## config.mk

```make
export PLATFORM = sky130hd
export DESIGN_NAME = mux_4_1_rr_sched_flat
export DESIGN_NICKNAME = d
export VERILOG_FILES = /design/src/rtl/mux_4_1_rr_sched_if.sv /design/src/rtl/mux_4_1_rr_sched.sv /design/src/flat_wrapper.sv
export SDC_FILE = /design/constraint.sdc
export NUM_CORES = 1
export LEC_CHECK = 0
export CORE_UTILIZATION = 56
export CTS_BUF_LIST = sky130_fd_sc_hd__clkbuf_8
export CTS_CLUSTER_DIAMETER = 40
export DETAILED_ROUTE_END_ITERATION = 8
export PLACE_DENSITY = 0.95
export SLEW_MARGIN = 5
export SYNTH_ARGS = -nofsm -noshare
export SYNTH_HDL_FRONTEND = slang
export SYNTH_SLANG_ARGS = --single-unit
```

## constraint.sdc

```tcl
create_clock -name clk -period 2.75 [get_ports clk]
set_clock_uncertainty 0.2 [all_clocks]
set_input_delay 0.275 -clock clk [delete_from_list [all_inputs] [get_ports clk]]
set_output_delay 0.275 -clock clk [all_outputs]
set_load 0.02 [all_outputs]
```

## src/rtl/mux_4_1_rr_sched_if.sv

```systemverilog
// Requester-side bus of the round-robin 4:1 mux scheduler: request/data lines in,
// registered grant, select and muxed data bit out.
interface mux_4_1_rr_sched_if;
    logic [3:0] req;
    logic [3:0] data;
    logic [3:0] gnt;
    logic [1:0] sel;
    logic       Y;
    logic       y_valid;
    logic       busy;

    modport master (
        output req, data,
        input  gnt, sel, Y, y_valid, busy
    );

    modport slave (
        input  req, data,
        output gnt, sel, Y, y_valid, busy
    );
endinterface

```

## src/rtl/mux_4_1_rr_sched.sv

```systemverilog
// Round-robin scheduler driving the select of a shared 4:1 single-bit mux, with a registered
// mux output. Define MUX_SCHED_TIMEOUT_EN to add a HOLD_MAX-cycle forced handover.
module mux_4_1_rr_sched #(
    parameter int HOLD_MAX = 8
) (
    input logic               clk,
    input logic               rst_n,
    mux_4_1_rr_sched_if.slave bus
);

    typedef enum logic {IDLE, GRANT} state_t;

    state_t     state_q, state_d;
    logic [1:0] ptr_q, ptr_d;
    logic [1:0] sel_q, sel_d;
    logic [3:0] gnt_q, gnt_d;
    logic       y_q, y_d;
    logic       yv_q, yv_d;
    logic [2:0] pick;
    logic       hand;

`ifdef MUX_SCHED_TIMEOUT_EN
    localparam logic [7:0] HOLD_MAX_C = 8'(HOLD_MAX);
    logic [7:0] cnt_q, cnt_d;
    logic [3:0] others;
`endif

    if (HOLD_MAX < 1 || HOLD_MAX > 255) begin : g_hold_range
        $error("HOLD_MAX must be within 1..255");
    end

    // Returns {found, index} of the first set request at or after 'start', wrapping mod 4.
    function automatic logic [2:0] rr_pick(input logic [3:0] r, input logic [1:0] start);
        logic [2:0] res;
        logic [1:0] idx;
        res = 3'b000;
        for (int k = 3; k >= 0; k--) begin
            idx = start + 2'(k);
            if (r[idx]) res = {1'b1, idx};
        end
        return res;
    endfunction

    always_ff @(posedge clk or negedge rst_n) begin
        if (!rst_n) begin
            state_q <= IDLE;
            ptr_q   <= 2'b00;
            sel_q   <= 2'b00;
            gnt_q   <= 4'b0000;
            y_q     <= 1'b0;
            yv_q    <= 1'b0;
`ifdef MUX_SCHED_TIMEOUT_EN
            cnt_q   <= 8'd0;
`endif
        end else begin
            state_q <= state_d;
            ptr_q   <= ptr_d;
            sel_q   <= sel_d;
            gnt_q   <= gnt_d;
            y_q     <= y_d;
            yv_q    <= yv_d;
`ifdef MUX_SCHED_TIMEOUT_EN
            cnt_q   <= cnt_d;
`endif
        end
    end

    // A handover searches from the slot after the releasing owner, so the releaser ranks last.
    always_comb begin
        state_d = state_q;
        ptr_d   = ptr_q;
        sel_d   = sel_q;
        gnt_d   = gnt_q;
        y_d     = y_q;
        yv_d    = yv_q;
        pick    = 3'b000;
        hand    = 1'b0;
`ifdef MUX_SCHED_TIMEOUT_EN
        cnt_d   = cnt_q;
        others  = bus.req & ~(4'b0001 << sel_q);
`endif
        case (state_q)
            IDLE: begin
                yv_d = 1'b0;
                pick = rr_pick(bus.req, ptr_q);
                if (pick[2]) begin
                    state_d = GRANT;
                    sel_d   = pick[1:0];
                    gnt_d   = 4'b0001 << pick[1:0];
`ifdef MUX_SCHED_TIMEOUT_EN
                    cnt_d   = 8'd0;
`endif
                end
            end
            GRANT: begin
                hand = !bus.req[sel_q];
`ifdef MUX_SCHED_TIMEOUT_EN
                if (cnt_q == HOLD_MAX_C && others != 4'b0000) hand = 1'b1;
`endif
                if (hand) begin
                    ptr_d = sel_q + 2'd1;
                    yv_d  = 1'b0;
                    pick  = rr_pick(bus.req, sel_q + 2'd1);
`ifdef MUX_SCHED_TIMEOUT_EN
                    cnt_d = 8'd0;
`endif
                    if (pick[2] && pick[1:0] != sel_q) begin
                        sel_d = pick[1:0];
                        gnt_d = 4'b0001 << pick[1:0];
                    end else begin
                        state_d = IDLE;
                        gnt_d   = 4'b0000;
                    end
                end else begin
                    y_d  = bus.data[sel_q];
                    yv_d = 1'b1;
`ifdef MUX_SCHED_TIMEOUT_EN
                    if (cnt_q != HOLD_MAX_C) cnt_d = cnt_q + 8'd1;
`endif
                end
            end
            default: state_d = IDLE;
        endcase
    end

    assign bus.gnt     = gnt_q;
    assign bus.sel     = sel_q;
    assign bus.Y       = y_q;
    assign bus.y_valid = yv_q;
    assign bus.busy    = (state_q == GRANT);

endmodule

```

## src/flat_wrapper.sv

```systemverilog
// flat-port wrapper written by rule: the top's interface ports become plain ports
module mux_4_1_rr_sched_flat 
#(
    parameter int HOLD_MAX = 8
)
  (clk, rst_n, bus_req, bus_data, bus_gnt, bus_sel, bus_Y, bus_y_valid, bus_busy);
  mux_4_1_rr_sched_if bus_i ();
  input logic clk;
  input logic rst_n;
  input wire logic [$bits(bus_i.req)-1:0] bus_req;
  input wire logic [$bits(bus_i.data)-1:0] bus_data;
  output wire logic [$bits(bus_i.gnt)-1:0] bus_gnt;
  output wire logic [$bits(bus_i.sel)-1:0] bus_sel;
  output wire logic [$bits(bus_i.Y)-1:0] bus_Y;
  output wire logic [$bits(bus_i.y_valid)-1:0] bus_y_valid;
  output wire logic [$bits(bus_i.busy)-1:0] bus_busy;
  assign bus_i.req = bus_req;
  assign bus_i.data = bus_data;
  assign bus_gnt = bus_i.gnt;
  assign bus_sel = bus_i.sel;
  assign bus_Y = bus_i.Y;
  assign bus_y_valid = bus_i.y_valid;
  assign bus_busy = bus_i.busy;
  mux_4_1_rr_sched #(.HOLD_MAX(HOLD_MAX)) u_core (.clk(clk), .rst_n(rst_n), .bus(bus_i));
endmodule
```

==> results of run 1 <==
cell type report:
cell class	count	area, sq um
Clock buffer	3	41.3
Clock inverter	1	3.75
Fill cell	92	300
Inverter	5	18.8
Multi-Input combinational cell	71	537
Sequential cell	11	275
Tap cell	15	18.8
Timing Repair Buffer	19	188
worst register-to-register path, cell delays in order, from the launching register on:
cell and delay, ns:
sky130_fd_sc_hd__dfrtp_1 0.55, sky130_fd_sc_hd__nor4b_1 0.36, sky130_fd_sc_hd__a22oi_1 0.18, sky130_fd_sc_hd__o21ai_4 0.32, sky130_fd_sc_hd__mux2_2 0.37
cell usage after synthesis, drive strengths merged, types with 2 or more instances:
| cell | instances |
|---|---|
| dfrtp | 11 |
| o21ai | 10 |
| buf | 8 |
| nand2 | 7 |
| nor2 | 6 |
| inv | 5 |
| a32oi | 3 |
| mux2i | 3 |
| mux4 | 3 |
| nand2b | 3 |
| nand3 | 3 |
| nor2b | 3 |
| a21oi | 2 |
| a31oi | 2 |
| mux2 | 2 |
| nor3 | 2 |
registers in the layout (all words and copies together) (netlist names):
signal / cells
u_core.bus.Y: 1
u_core.bus.gnt: 4
u_core.bus.y_valid: 1
u_core.bus.busy: 1
u_core.ptr_q: 2
u_core.bus.sel: 2
how the worst min path moves through the flow:
stage          depth (start not counted)  slack [ns]                end              start
2_1_floorplan                          0       -0.22       u_core.bus.Y              rst_n
3_3_place_gp                           2        0.27  u_core.bus.gnt[1]  u_core.bus.gnt[1]
3_5_place_dp                           2        0.28  u_core.bus.gnt[1]  u_core.bus.gnt[1]
4_1_cts                                1        0.18    u_core.ptr_q[1]              rst_n
5_1_grt                                1        0.22    u_core.bus.busy              rst_n
6_report                               1        0.17    u_core.ptr_q[1]              rst_n
cell families after synthesis:
kind of cell    synth area share, %
compound gates                 22.3
xor+xnor                       1.00
fa+ha+maj                      1.14
buf+inv                        7.29
flops                          31.4
mux                            13.7
simple gates                   23.1
metal layers:
metal	global-route usage (%)	wire length, microns	vias up
met5	0	0	-
met4	11.0	89	0
met3	9.57	189	8
met2	43.1	1060	48
met1	33.8	857	402
li1	-	-	386
report_power, final:
group	switching, mW	internal (mW)	total, mW
clock network	0.0597	0.0979	0.158
logic	0.330	0.323	0.653
registers	0.0914	0.231	0.322
total	0.481	0.651	1.13
per-stage QoR:
| stage | hold slack (ns) | power [mW] | setup WS (ns) |
|---|---|---|---|
| after CTS | 0.182 | 1.13 | 0.535 |
| after global routing | 0.223 | 1.20 | 0.404 |
| after detailed placement | 0.276 | 0.961 | 0.322 |
| final | 0.166 | 1.13 | 0.470 |
| after global placement | 0.272 | 0.942 | 0.376 |
| after floorplan | -0.221 | 0.760 | 0.824 |
==> impl_results.html, run 1 <==
<table>
<tr><th>Metric</th><th>Value</th></tr>
<tr><th colspan="2">Outcome</th></tr>
<tr><td>Status</td><td>complete, no violations</td></tr>
<tr><th colspan="2">Die</th></tr>
<tr><td>Vert. Die Dim</td><td>roughly 42 microns</td></tr>
<tr><td>Number of rows in the core area</td><td>13</td></tr>
<tr><td>Area of the die</td><td>about 0.0017 sq mm</td></tr>
<tr><td>Standard cell core area</td><td>0.00138 sq mm</td></tr>
<tr><td>Starting utilization of the core area</td><td>63.3%</td></tr>
<tr><td>Total I/O pin count</td><td>19</td></tr>
<tr><td>Die Wd</td><td>41.5 microns</td></tr>
<tr><th colspan="2">Pwr</th></tr>
<tr><td>Leakage</td><td>0.439 nW</td></tr>
<tr><td>Cell Pwr Density</td><td>1050 mW/mm^2</td></tr>
<tr><td>VDD IR max</td><td>776 uV</td></tr>
<tr><th colspan="2">Finish</th></tr>
<tr><td>Final standard cell area without fillers</td><td>0.00108 sq mm</td></tr>
<tr><td>Post-route insts no fill</td><td>125</td></tr>
<tr><td>Post-layout net count</td><td>about 120</td></tr>
<tr><td>Share of cells above drive strength 1</td><td>13.6%</td></tr>
<tr><td>Leading cell type in the layout, fill and taps excluded</td><td>sky130_fd_sc_hd__clkdlybuf4s50_1</td></tr>
<tr><td>Commonest cells after routing, fill and taps aside</td><td>sky130_fd_sc_hd__clkdlybuf4s50_1, sky130_fd_sc_hd__dfrtp_1, sky130_fd_sc_hd__o21ai_0</td></tr>
<tr><td>Area growth, synth to finish</td><td>23.6%</td></tr>
<tr><td>Post-layout utilization of the core</td><td>78.3%</td></tr>
<tr><td>Diodes inserted</td><td>0</td></tr>
<tr><th colspan="2">Global route</th></tr>
<tr><td>Remaining global-route overflow</td><td>0</td></tr>
<tr><td>Largest net degree at the start of global routing</td><td>15</td></tr>
<tr><td>Global-route wire length before repair</td><td>3.55 mm</td></tr>
<tr><td>Number of global-route vias before repair</td><td>approximately 770</td></tr>
<tr><td>Initial antenna violation count</td><td>0</td></tr>
<tr><td>GRT Util Overall</td><td>roughly 27%</td></tr>
<tr><th colspan="2">Clock tree</th></tr>
<tr><td>Hold-fix buffers at CTS</td><td>0</td></tr>
<tr><td>Htree depth</td><td>1</td></tr>
<tr><td>TritonCTS Buffers</td><td>3</td></tr>
<tr><td>Number of clock sinks</td><td>11</td></tr>
<tr><td>Clock network latency to the later pin of the worst-skew pair</td><td>about 0.24 ns</td></tr>
<tr><td>CTS clock-pin slew for the worst setup and hold paths</td><td>roughly 0.050 ns</td></tr>
<tr><td>Number of gates given a new drive strength after cts</td><td>0</td></tr>
<tr><td>Maximum root-to-sink buffer count</td><td>2</td></tr>
<tr><td>TritonCTS clock tree</td><td>yes</td></tr>
<tr><td>Buffer type at the clock tree root</td><td>sky130_fd_sc_hd__clkbuf_8</td></tr>
<tr><td>Number of buffers added for setup after CTS</td><td>0</td></tr>
<tr><th colspan="2">STA</th></tr>
<tr><td>Endpoints failing setup</td><td>0</td></tr>
<tr><td>Count of final hold-check violations</td><td>0</td></tr>
<tr><td>Tcrit/Tclk final</td><td>between 80% and 90%</td></tr>
<tr><td>Final critical delay including setup and external delays</td><td>2.28 ns</td></tr>
<tr><td>Slew Limit Fails</td><td>0</td></tr>
<tr><td>Transition time of the tightest slew-check pin</td><td>0.491 ns</td></tr>
<tr><td>Final total negative setup slack</td><td>0 ns</td></tr>
<tr><td>Maximum clock frequency</td><td>0.439 GHz</td></tr>
<tr><td>RSZ-0062 raised after global routing</td><td>no</td></tr>
<tr><td>Max-Slew Margin vs Limit</td><td>67.1%</td></tr>
<tr><th colspan="2">Worst setup path</th></tr>
<tr><td>Critical path cell sequence</td><td>clkdlybuf4s50_1 -&gt; or2b_1 -&gt; a311oi_1 -&gt; a32oi_1 -&gt; o21ai_0</td></tr>
<tr><td>Cell family contributing the most delay on the critical path</td><td>compound AO/OA/AOI/OAI gates</td></tr>
<tr><td>Setup CP Type</td><td>in2reg</td></tr>
<tr><td>Capturing element type of the critical path</td><td>flip-flop</td></tr>
<tr><td>CP endpoint</td><td>u_core.bus.gnt[2]</td></tr>
<tr><td>WP buf/inv</td><td>1</td></tr>
<tr><td>Critical Path Stages</td><td>5</td></tr>
<tr><td>R2R Setup Slk</td><td>0.64 ns</td></tr>
<tr><td>Required time of the critical path</td><td>2.68 ns</td></tr>
<tr><td>Endpoint of the most critical register-to-register path</td><td>u_core.bus.gnt[3]</td></tr>
<tr><td>Launch point of the worst reg-to-reg path</td><td>u_core.bus.busy</td></tr>
<tr><td>Max incr delay on CP</td><td>0.72 ns</td></tr>
<tr><td>Worst R2R Path Depth</td><td>4</td></tr>
<tr><td>Critical path's slowest cell</td><td>sky130_fd_sc_hd__clkdlybuf4s50_1</td></tr>
<tr><td>CP Launch Type</td><td>primary input</td></tr>
<tr><td>Start point of the critical path</td><td>bus_req[3]</td></tr>
<tr><td>WP data arrival</td><td>2.21 ns</td></tr>
<tr><td>Crit path max fanout</td><td>13</td></tr>
<tr><th colspan="2">Routing</th></tr>
<tr><td>Drt wl/cell</td><td>17.6 microns</td></tr>
<tr><td>Number of violations reported at the end of detailed-routing iteration 0</td><td>29</td></tr>
<tr><td>Antenna-violating nets left</td><td>0</td></tr>
<tr><td>Detailed-route wire length</td><td>between 2 and 2.5 mm</td></tr>
<tr><td># DRC</td><td>0</td></tr>
<tr><td>Via-to-Cell Ratio</td><td>around 6.8</td></tr>
<tr><td>Via count</td><td>between 800 and 900</td></tr>
<tr><td>Detailed-router iteration count before antenna repair</td><td>5</td></tr>
<tr><th colspan="2">Logic synthesis</th></tr>
<tr><td>Top flip-flop cell by instance count after synthesis</td><td>sky130_fd_sc_hd__dfrtp_1</td></tr>
<tr><td>Post-synthesis instance total</td><td>95</td></tr>
<tr><td>Post-synth design cell area</td><td>876 sq um</td></tr>
<tr><td>Mean instance size in the synthesized netlist</td><td>9.22 sq um</td></tr>
<tr><td>Cell accounting for the most synthesized area</td><td>sky130_fd_sc_hd__dfrtp_1</td></tr>
<tr><td>Nets in the synthesized netlist</td><td>105</td></tr>
<tr><td>Unique masters post-synth</td><td>43</td></tr>
<tr><td>Number of synthesized flops with an enable pin</td><td>0</td></tr>
<tr><td>Largest cells by area after synthesis</td><td>sky130_fd_sc_hd__dfrtp_1, sky130_fd_sc_hd__mux4_2, sky130_fd_sc_hd__o21ai_0</td></tr>
<tr><td>Register bit total from synthesis</td><td>11</td></tr>
<tr><td>Sequential element share of the synthesized area</td><td>31.4%</td></tr>
<tr><td>Yosys synthesis warning count</td><td>0</td></tr>
<tr><td>Share of Yosys cell area claimed by the top area cell type</td><td>31.4%</td></tr>
<tr><td>Asr flop ratio synth</td><td>100%</td></tr>
<tr><th colspan="2">Run</th></tr>
<tr><td>MaxCap Viol Count</td><td>0</td></tr>
<tr><th colspan="2">Min path</th></tr>
<tr><td>Kind of path behind the tightest hold check</td><td>in2async</td></tr>
<tr><th colspan="2">Place</th></tr>
<tr><td>Count of port buffers added during placement</td><td>18</td></tr>
<tr><td>Placed Area</td><td>just over 0.001 sq mm</td></tr>
<tr><td>Final GP Congestion</td><td>1.00</td></tr>
<tr><td>Dpl hpwl</td><td>1.57 mm</td></tr>
<tr><td>Dpl cells</td><td>121</td></tr>
</table>
(Power assumes the default switching activity.)
==> run 2: changes to the inputs <==
--- a/config.mk
+++ b/config.mk
@@ -5,11 +5,11 @@
 export SDC_FILE = /design/constraint.sdc
 export NUM_CORES = 1
 export LEC_CHECK = 0
-export CORE_UTILIZATION = 56
+export CORE_UTILIZATION = 52
 export CTS_BUF_LIST = sky130_fd_sc_hd__clkbuf_8
 export CTS_CLUSTER_DIAMETER = 40
 export DETAILED_ROUTE_END_ITERATION = 8
-export PLACE_DENSITY = 0.95
+export PLACE_DENSITY = 0.93
 export SLEW_MARGIN = 5
 export SYNTH_ARGS = -nofsm -noshare
 export SYNTH_HDL_FRONTEND = slang
==> constraint.sdc (replaced) <==
create_clock -name clk -period 2.1 [get_ports clk]
set_clock_uncertainty 0.2 [all_clocks]
set_input_delay 0.21 -clock clk [delete_from_list [all_inputs] [get_ports clk]]
set_output_delay 0.21 -clock clk [all_outputs]
set_load 0.02 [all_outputs]
==> run 2 against run 1 <==
Compared with the run above: design area rose by 8.7%; die area grew 7.3%; flip-flop and latch count unchanged; register-to-register slack lost 0.54 ns; power up 35%; utilization decreased by 2.0 points; clock power up 32%; worst setup slack got worse by 0.41 ns; sequential power rose by 33%; hold slack worse by 0.054 ns; non-clock buffer count increased by 10; critical path type unchanged.
==> impl_results.html, run 2 (synthesis results as in run 1) <==
<table>
<tr><th>Metric</th><th>Value</th></tr>
<tr><th colspan="2">Clock tree</th></tr>
<tr><td>Htree depth</td><td>1 (unchanged)</td></tr>
<tr><td>Maximum root-to-sink buffer count</td><td>2 (unchanged)</td></tr>
<tr><td>CTS clock-pin slew for the worst setup and hold paths</td><td>0.05 ns (about the same)</td></tr>
<tr><td>TritonCTS Buffers</td><td>3 (unchanged)</td></tr>
<tr><td>Buffer type at the clock tree root</td><td>sky130_fd_sc_hd__clkbuf_8 (unchanged)</td></tr>
<tr><td>Clock network latency to the later pin of the worst-skew pair</td><td>0.24 ns (about the same)</td></tr>
<tr><td>Number of clock sinks</td><td>11 (unchanged)</td></tr>
<tr><td>TritonCTS clock tree</td><td>yes (unchanged)</td></tr>
<tr><th colspan="2">Routing</th></tr>
<tr><td>Routed wire length on met3</td><td>181 microns (was 189 microns)</td></tr>
<tr><td>Detailed-routing wirelength on met1</td><td>897 microns (was 857 microns)</td></tr>
<tr><td>Detailed-route wire length</td><td>2.20 mm (about the same)</td></tr>
<tr><td># DRC</td><td>0 (unchanged)</td></tr>
<tr><td>Drt wl/cell</td><td>16.2 microns (was 17.6 microns)</td></tr>
<tr><td>Via count</td><td>847 (was 844)</td></tr>
<tr><td>Detailed-router iteration count before antenna repair</td><td>4 (was 5)</td></tr>
<tr><td>Antenna-violating nets left</td><td>0 (unchanged)</td></tr>
<tr><td>Number of violations reported at the end of detailed-routing iteration 0</td><td>47 (was 29)</td></tr>
<tr><td>Detailed route wirelength on metal2</td><td>1.09 mm (was 1.06 mm)</td></tr>
<tr><td>Top sig layer</td><td>met4 (unchanged)</td></tr>
<tr><td>Via-to-Cell Ratio</td><td>6.23 (was 6.75)</td></tr>
<tr><th colspan="2">Outcome</th></tr>
<tr><td>Status</td><td>complete, no violations (unchanged)</td></tr>
<tr><th colspan="2">Pwr</th></tr>
<tr><td>Leakage</td><td>0.507 nW (was 0.439 nW)</td></tr>
<tr><td>Pwr Total</td><td>1.53 mW (was 1.13 mW)</td></tr>
<tr><td>Cell Pwr Density</td><td>1300 mW/mm^2 (was 1050 mW/mm^2)</td></tr>
<tr><td>VDD IR max</td><td>613 uV (was 776 uV)</td></tr>
<tr><th colspan="2">Finish</th></tr>
<tr><td>Commonest cells after routing, fill and taps aside</td><td>sky130_fd_sc_hd__clkdlybuf4s50_1, sky130_fd_sc_hd__buf_4, sky130_fd_sc_hd__dfrtp_1, sky130_fd_sc_hd__o21ai_0 (was sky130_fd_sc_hd__clkdlybuf4s50_1, sky130_fd_sc_hd__dfrtp_1, sky130_fd_sc_hd__o21ai_0)</td></tr>
<tr><td>Post-route insts no fill</td><td>136 (was 125)</td></tr>
<tr><td>Post-layout net count</td><td>131 (was 121)</td></tr>
<tr><td>Area growth, synth to finish</td><td>34.3% (was 23.6%)</td></tr>
<tr><td>Diodes inserted</td><td>0 (unchanged)</td></tr>
<tr><td>Flip-flop count of the largest register, all copies and words added</td><td>4 (unchanged)</td></tr>
<tr><td>Fillers</td><td>98 (was 92)</td></tr>
<tr><td>Final standard cell area without fillers</td><td>0.00118 sq mm (was 0.00108 sq mm)</td></tr>
<tr><td>Leading cell type in the layout, fill and taps excluded</td><td>sky130_fd_sc_hd__clkdlybuf4s50_1 (unchanged)</td></tr>
<tr><td>Share of cells above drive strength 1</td><td>22.5% (was 13.6%)</td></tr>
<tr><td>Post-layout utilization of the core</td><td>76.3% (was 78.3%)</td></tr>
<tr><td>Sequential cell area in the final layout</td><td>275 sq um (unchanged)</td></tr>
<tr><td>Multi-input logic area</td><td>549 sq um (was 537 sq um)</td></tr>
<tr><th colspan="2">Worst setup path</th></tr>
<tr><td>Capturing element type of the critical path</td><td>flip-flop (unchanged)</td></tr>
<tr><td>R2R Setup Slk</td><td>0.10 ns (was 0.64 ns)</td></tr>
<tr><td>Worst R2R Path Depth</td><td>3 (was 4)</td></tr>
<tr><td>Crit path max fanout</td><td>11 (was 13)</td></tr>
<tr><td>Required time of the critical path</td><td>2.02 ns (was 2.68 ns)</td></tr>
<tr><td>Launch point of the worst reg-to-reg path</td><td>u_core.ptr_q[0] (was u_core.bus.busy)</td></tr>
<tr><td>Max incr delay on CP</td><td>0.50 ns (was 0.72 ns)</td></tr>
<tr><td>Setup CP Type</td><td>in2reg (unchanged)</td></tr>
<tr><td>WP data arrival</td><td>1.96 ns (was 2.21 ns)</td></tr>
<tr><td>Endpoint of the most critical register-to-register path</td><td>u_core.bus.gnt[3] (unchanged)</td></tr>
<tr><td>Critical path cell sequence</td><td>clkdlybuf4s50_1 -&gt; buf_4 -&gt; nor2b_1 -&gt; nor3_1 -&gt; a31oi_1 -&gt; a32o_1 -&gt; mux2_2 (was clkdlybuf4s50_1 -&gt; or2b_1 -&gt; a311oi_1 -&gt; a32oi_1 -&gt; o21ai_0)</td></tr>
<tr><td>CP Launch Type</td><td>primary input (unchanged)</td></tr>
<tr><td>Start point of the critical path</td><td>bus_req[1] (was bus_req[3])</td></tr>
<tr><td>Critical path's slowest cell</td><td>sky130_fd_sc_hd__clkdlybuf4s50_1 (unchanged)</td></tr>
<tr><th colspan="2">STA</th></tr>
<tr><td>Slew Limit Fails</td><td>0 (unchanged)</td></tr>
<tr><td>Final critical delay including setup and external delays</td><td>2.04 ns</td></tr>
<tr><td>Count of final hold-check violations</td><td>0 (unchanged)</td></tr>
<tr><td>Tcrit/Tclk final</td><td>97.0%</td></tr>
<tr><td>Min setup slack post-route</td><td>0.0625 ns (was 0.470 ns)</td></tr>
<tr><td>Final total negative setup slack</td><td>0 ns (unchanged)</td></tr>
<tr><td>Endpoints failing setup</td><td>0 (unchanged)</td></tr>
<tr><td>Max-Slew Margin vs Limit</td><td>66.3% (was 67.1%)</td></tr>
<tr><td>Maximum clock frequency</td><td>about 0.49 GHz</td></tr>
<tr><td>Worst hold slack across all endpoints</td><td>0.112 ns (was 0.166 ns)</td></tr>
<tr><td>Transition time of the tightest slew-check pin</td><td>0.503 ns (was 0.491 ns)</td></tr>
<tr><th colspan="2">Global route</th></tr>
<tr><td>Number of global-route vias before repair</td><td>783 (was 766)</td></tr>
<tr><td>Largest net degree at the start of global routing</td><td>13 (was 15)</td></tr>
<tr><td>Initial antenna violation count</td><td>0 (unchanged)</td></tr>
<tr><td>GRT Util Overall</td><td>25.4% (was 27.2%)</td></tr>
<tr><td>Remaining global-route overflow</td><td>0 (unchanged)</td></tr>
<tr><td>Global-route wire length before repair</td><td>3.51 mm (was 3.55 mm)</td></tr>
<tr><th colspan="2">Die</th></tr>
<tr><td>Starting utilization of the core area</td><td>56.8% (was 63.3%)</td></tr>
<tr><td>Vert. Die Dim</td><td>43.0 microns (was 41.5 microns)</td></tr>
<tr><td>Die Wd</td><td>43.0 microns (was 41.5 microns)</td></tr>
<tr><td>Area of the die</td><td>0.00185 sq mm (was 0.00173 sq mm)</td></tr>
<tr><td>Standard cell core area</td><td>0.00154 sq mm (was 0.00138 sq mm)</td></tr>
<tr><td>Number of rows in the core area</td><td>14 (was 13)</td></tr>
<tr><td>Total I/O pin count</td><td>19 (unchanged)</td></tr>
<tr><th colspan="2">Place</th></tr>
<tr><td>Dpl hpwl</td><td>1.56 mm (was 1.57 mm)</td></tr>
<tr><td>Final GP Congestion</td><td>0.947 (was 1.00)</td></tr>
<tr><td>Placement-stage worst setup slack</td><td>-0.198 ns (was 0.322 ns)</td></tr>
<tr><td>Dpl cells</td><td>132 (was 121)</td></tr>
<tr><td>Count of port buffers added during placement</td><td>18 (unchanged)</td></tr>
<tr><td>Placed Area</td><td>0.00111 sq mm (was 0.00104 sq mm)</td></tr>
<tr><th colspan="2">Min path</th></tr>
<tr><td>Kind of path behind the tightest hold check</td><td>in2async (unchanged)</td></tr>
<tr><th colspan="2">Run</th></tr>
<tr><td>MaxCap Viol Count</td><td>0 (unchanged)</td></tr>
</table>
[run 2: cell types whose count changed in the layout (fill, tap and decap cells not counted), sizes merged]
| cell | change |
|---|---|
| buf | +10 |
| clkdlybuf4s50 | -2 |
| dlymetal6s2s | +2 |
[run 2: where the power goes]
group | total [mW] | internal, mW | switching (mW)
Combinational | 0.898 | 0.471 | 0.427
Sequential | 0.428 | 0.302 | 0.126
Clock | 0.208 | 0.128 | 0.0794
[run 2: layout make-up]
cell class	count	share of cell area (%)
flip-flops and latches	11	23.4
well taps	16	1.70
multi-input cells	71	46.7
clock inverters	1	0.319
repair buffers	29	22.8
clock buffers	3	3.51
inverters	5	1.60
[run 2: worst max-delay path by stage]
stage	endpoint	slack [ns]
after floorplan	u_core.bus.sel[0]	0.17
after global placement	u_core.bus.sel[0]	-0.1
after detailed placement	u_core.bus.gnt[3]	-0.20
after CTS	u_core.bus.gnt[3]	0.02
after global routing	u_core.bus.sel[1]	-0.006
final	u_core.bus.gnt[3]	0.06
[run 2: metal layers]
| layer | up-vias | track usage, % |
|---|---|---|
| li1 | 399 | - |
| met1 | 398 | 34.4 |
| met2 | 44 | 39.4 |
| met3 | 6 | 5.11 |
| met4 | 0 | 10.9 |
| met5 | - | 0 |
[run 2: critical path, delay by kind of cell]
family | cells | cell delay [ns]
simple gates | 2 | 0.37
buf+inv | 2 | 0.71
compound gates | 2 | 0.40
mux | 1 | 0.27
[run 2: what timing repair did]
item	CTS	global route
endpoints found under the setup margin	0	6
hold buffers	0	0
resized for setup	0	4
setup buffers	0	0
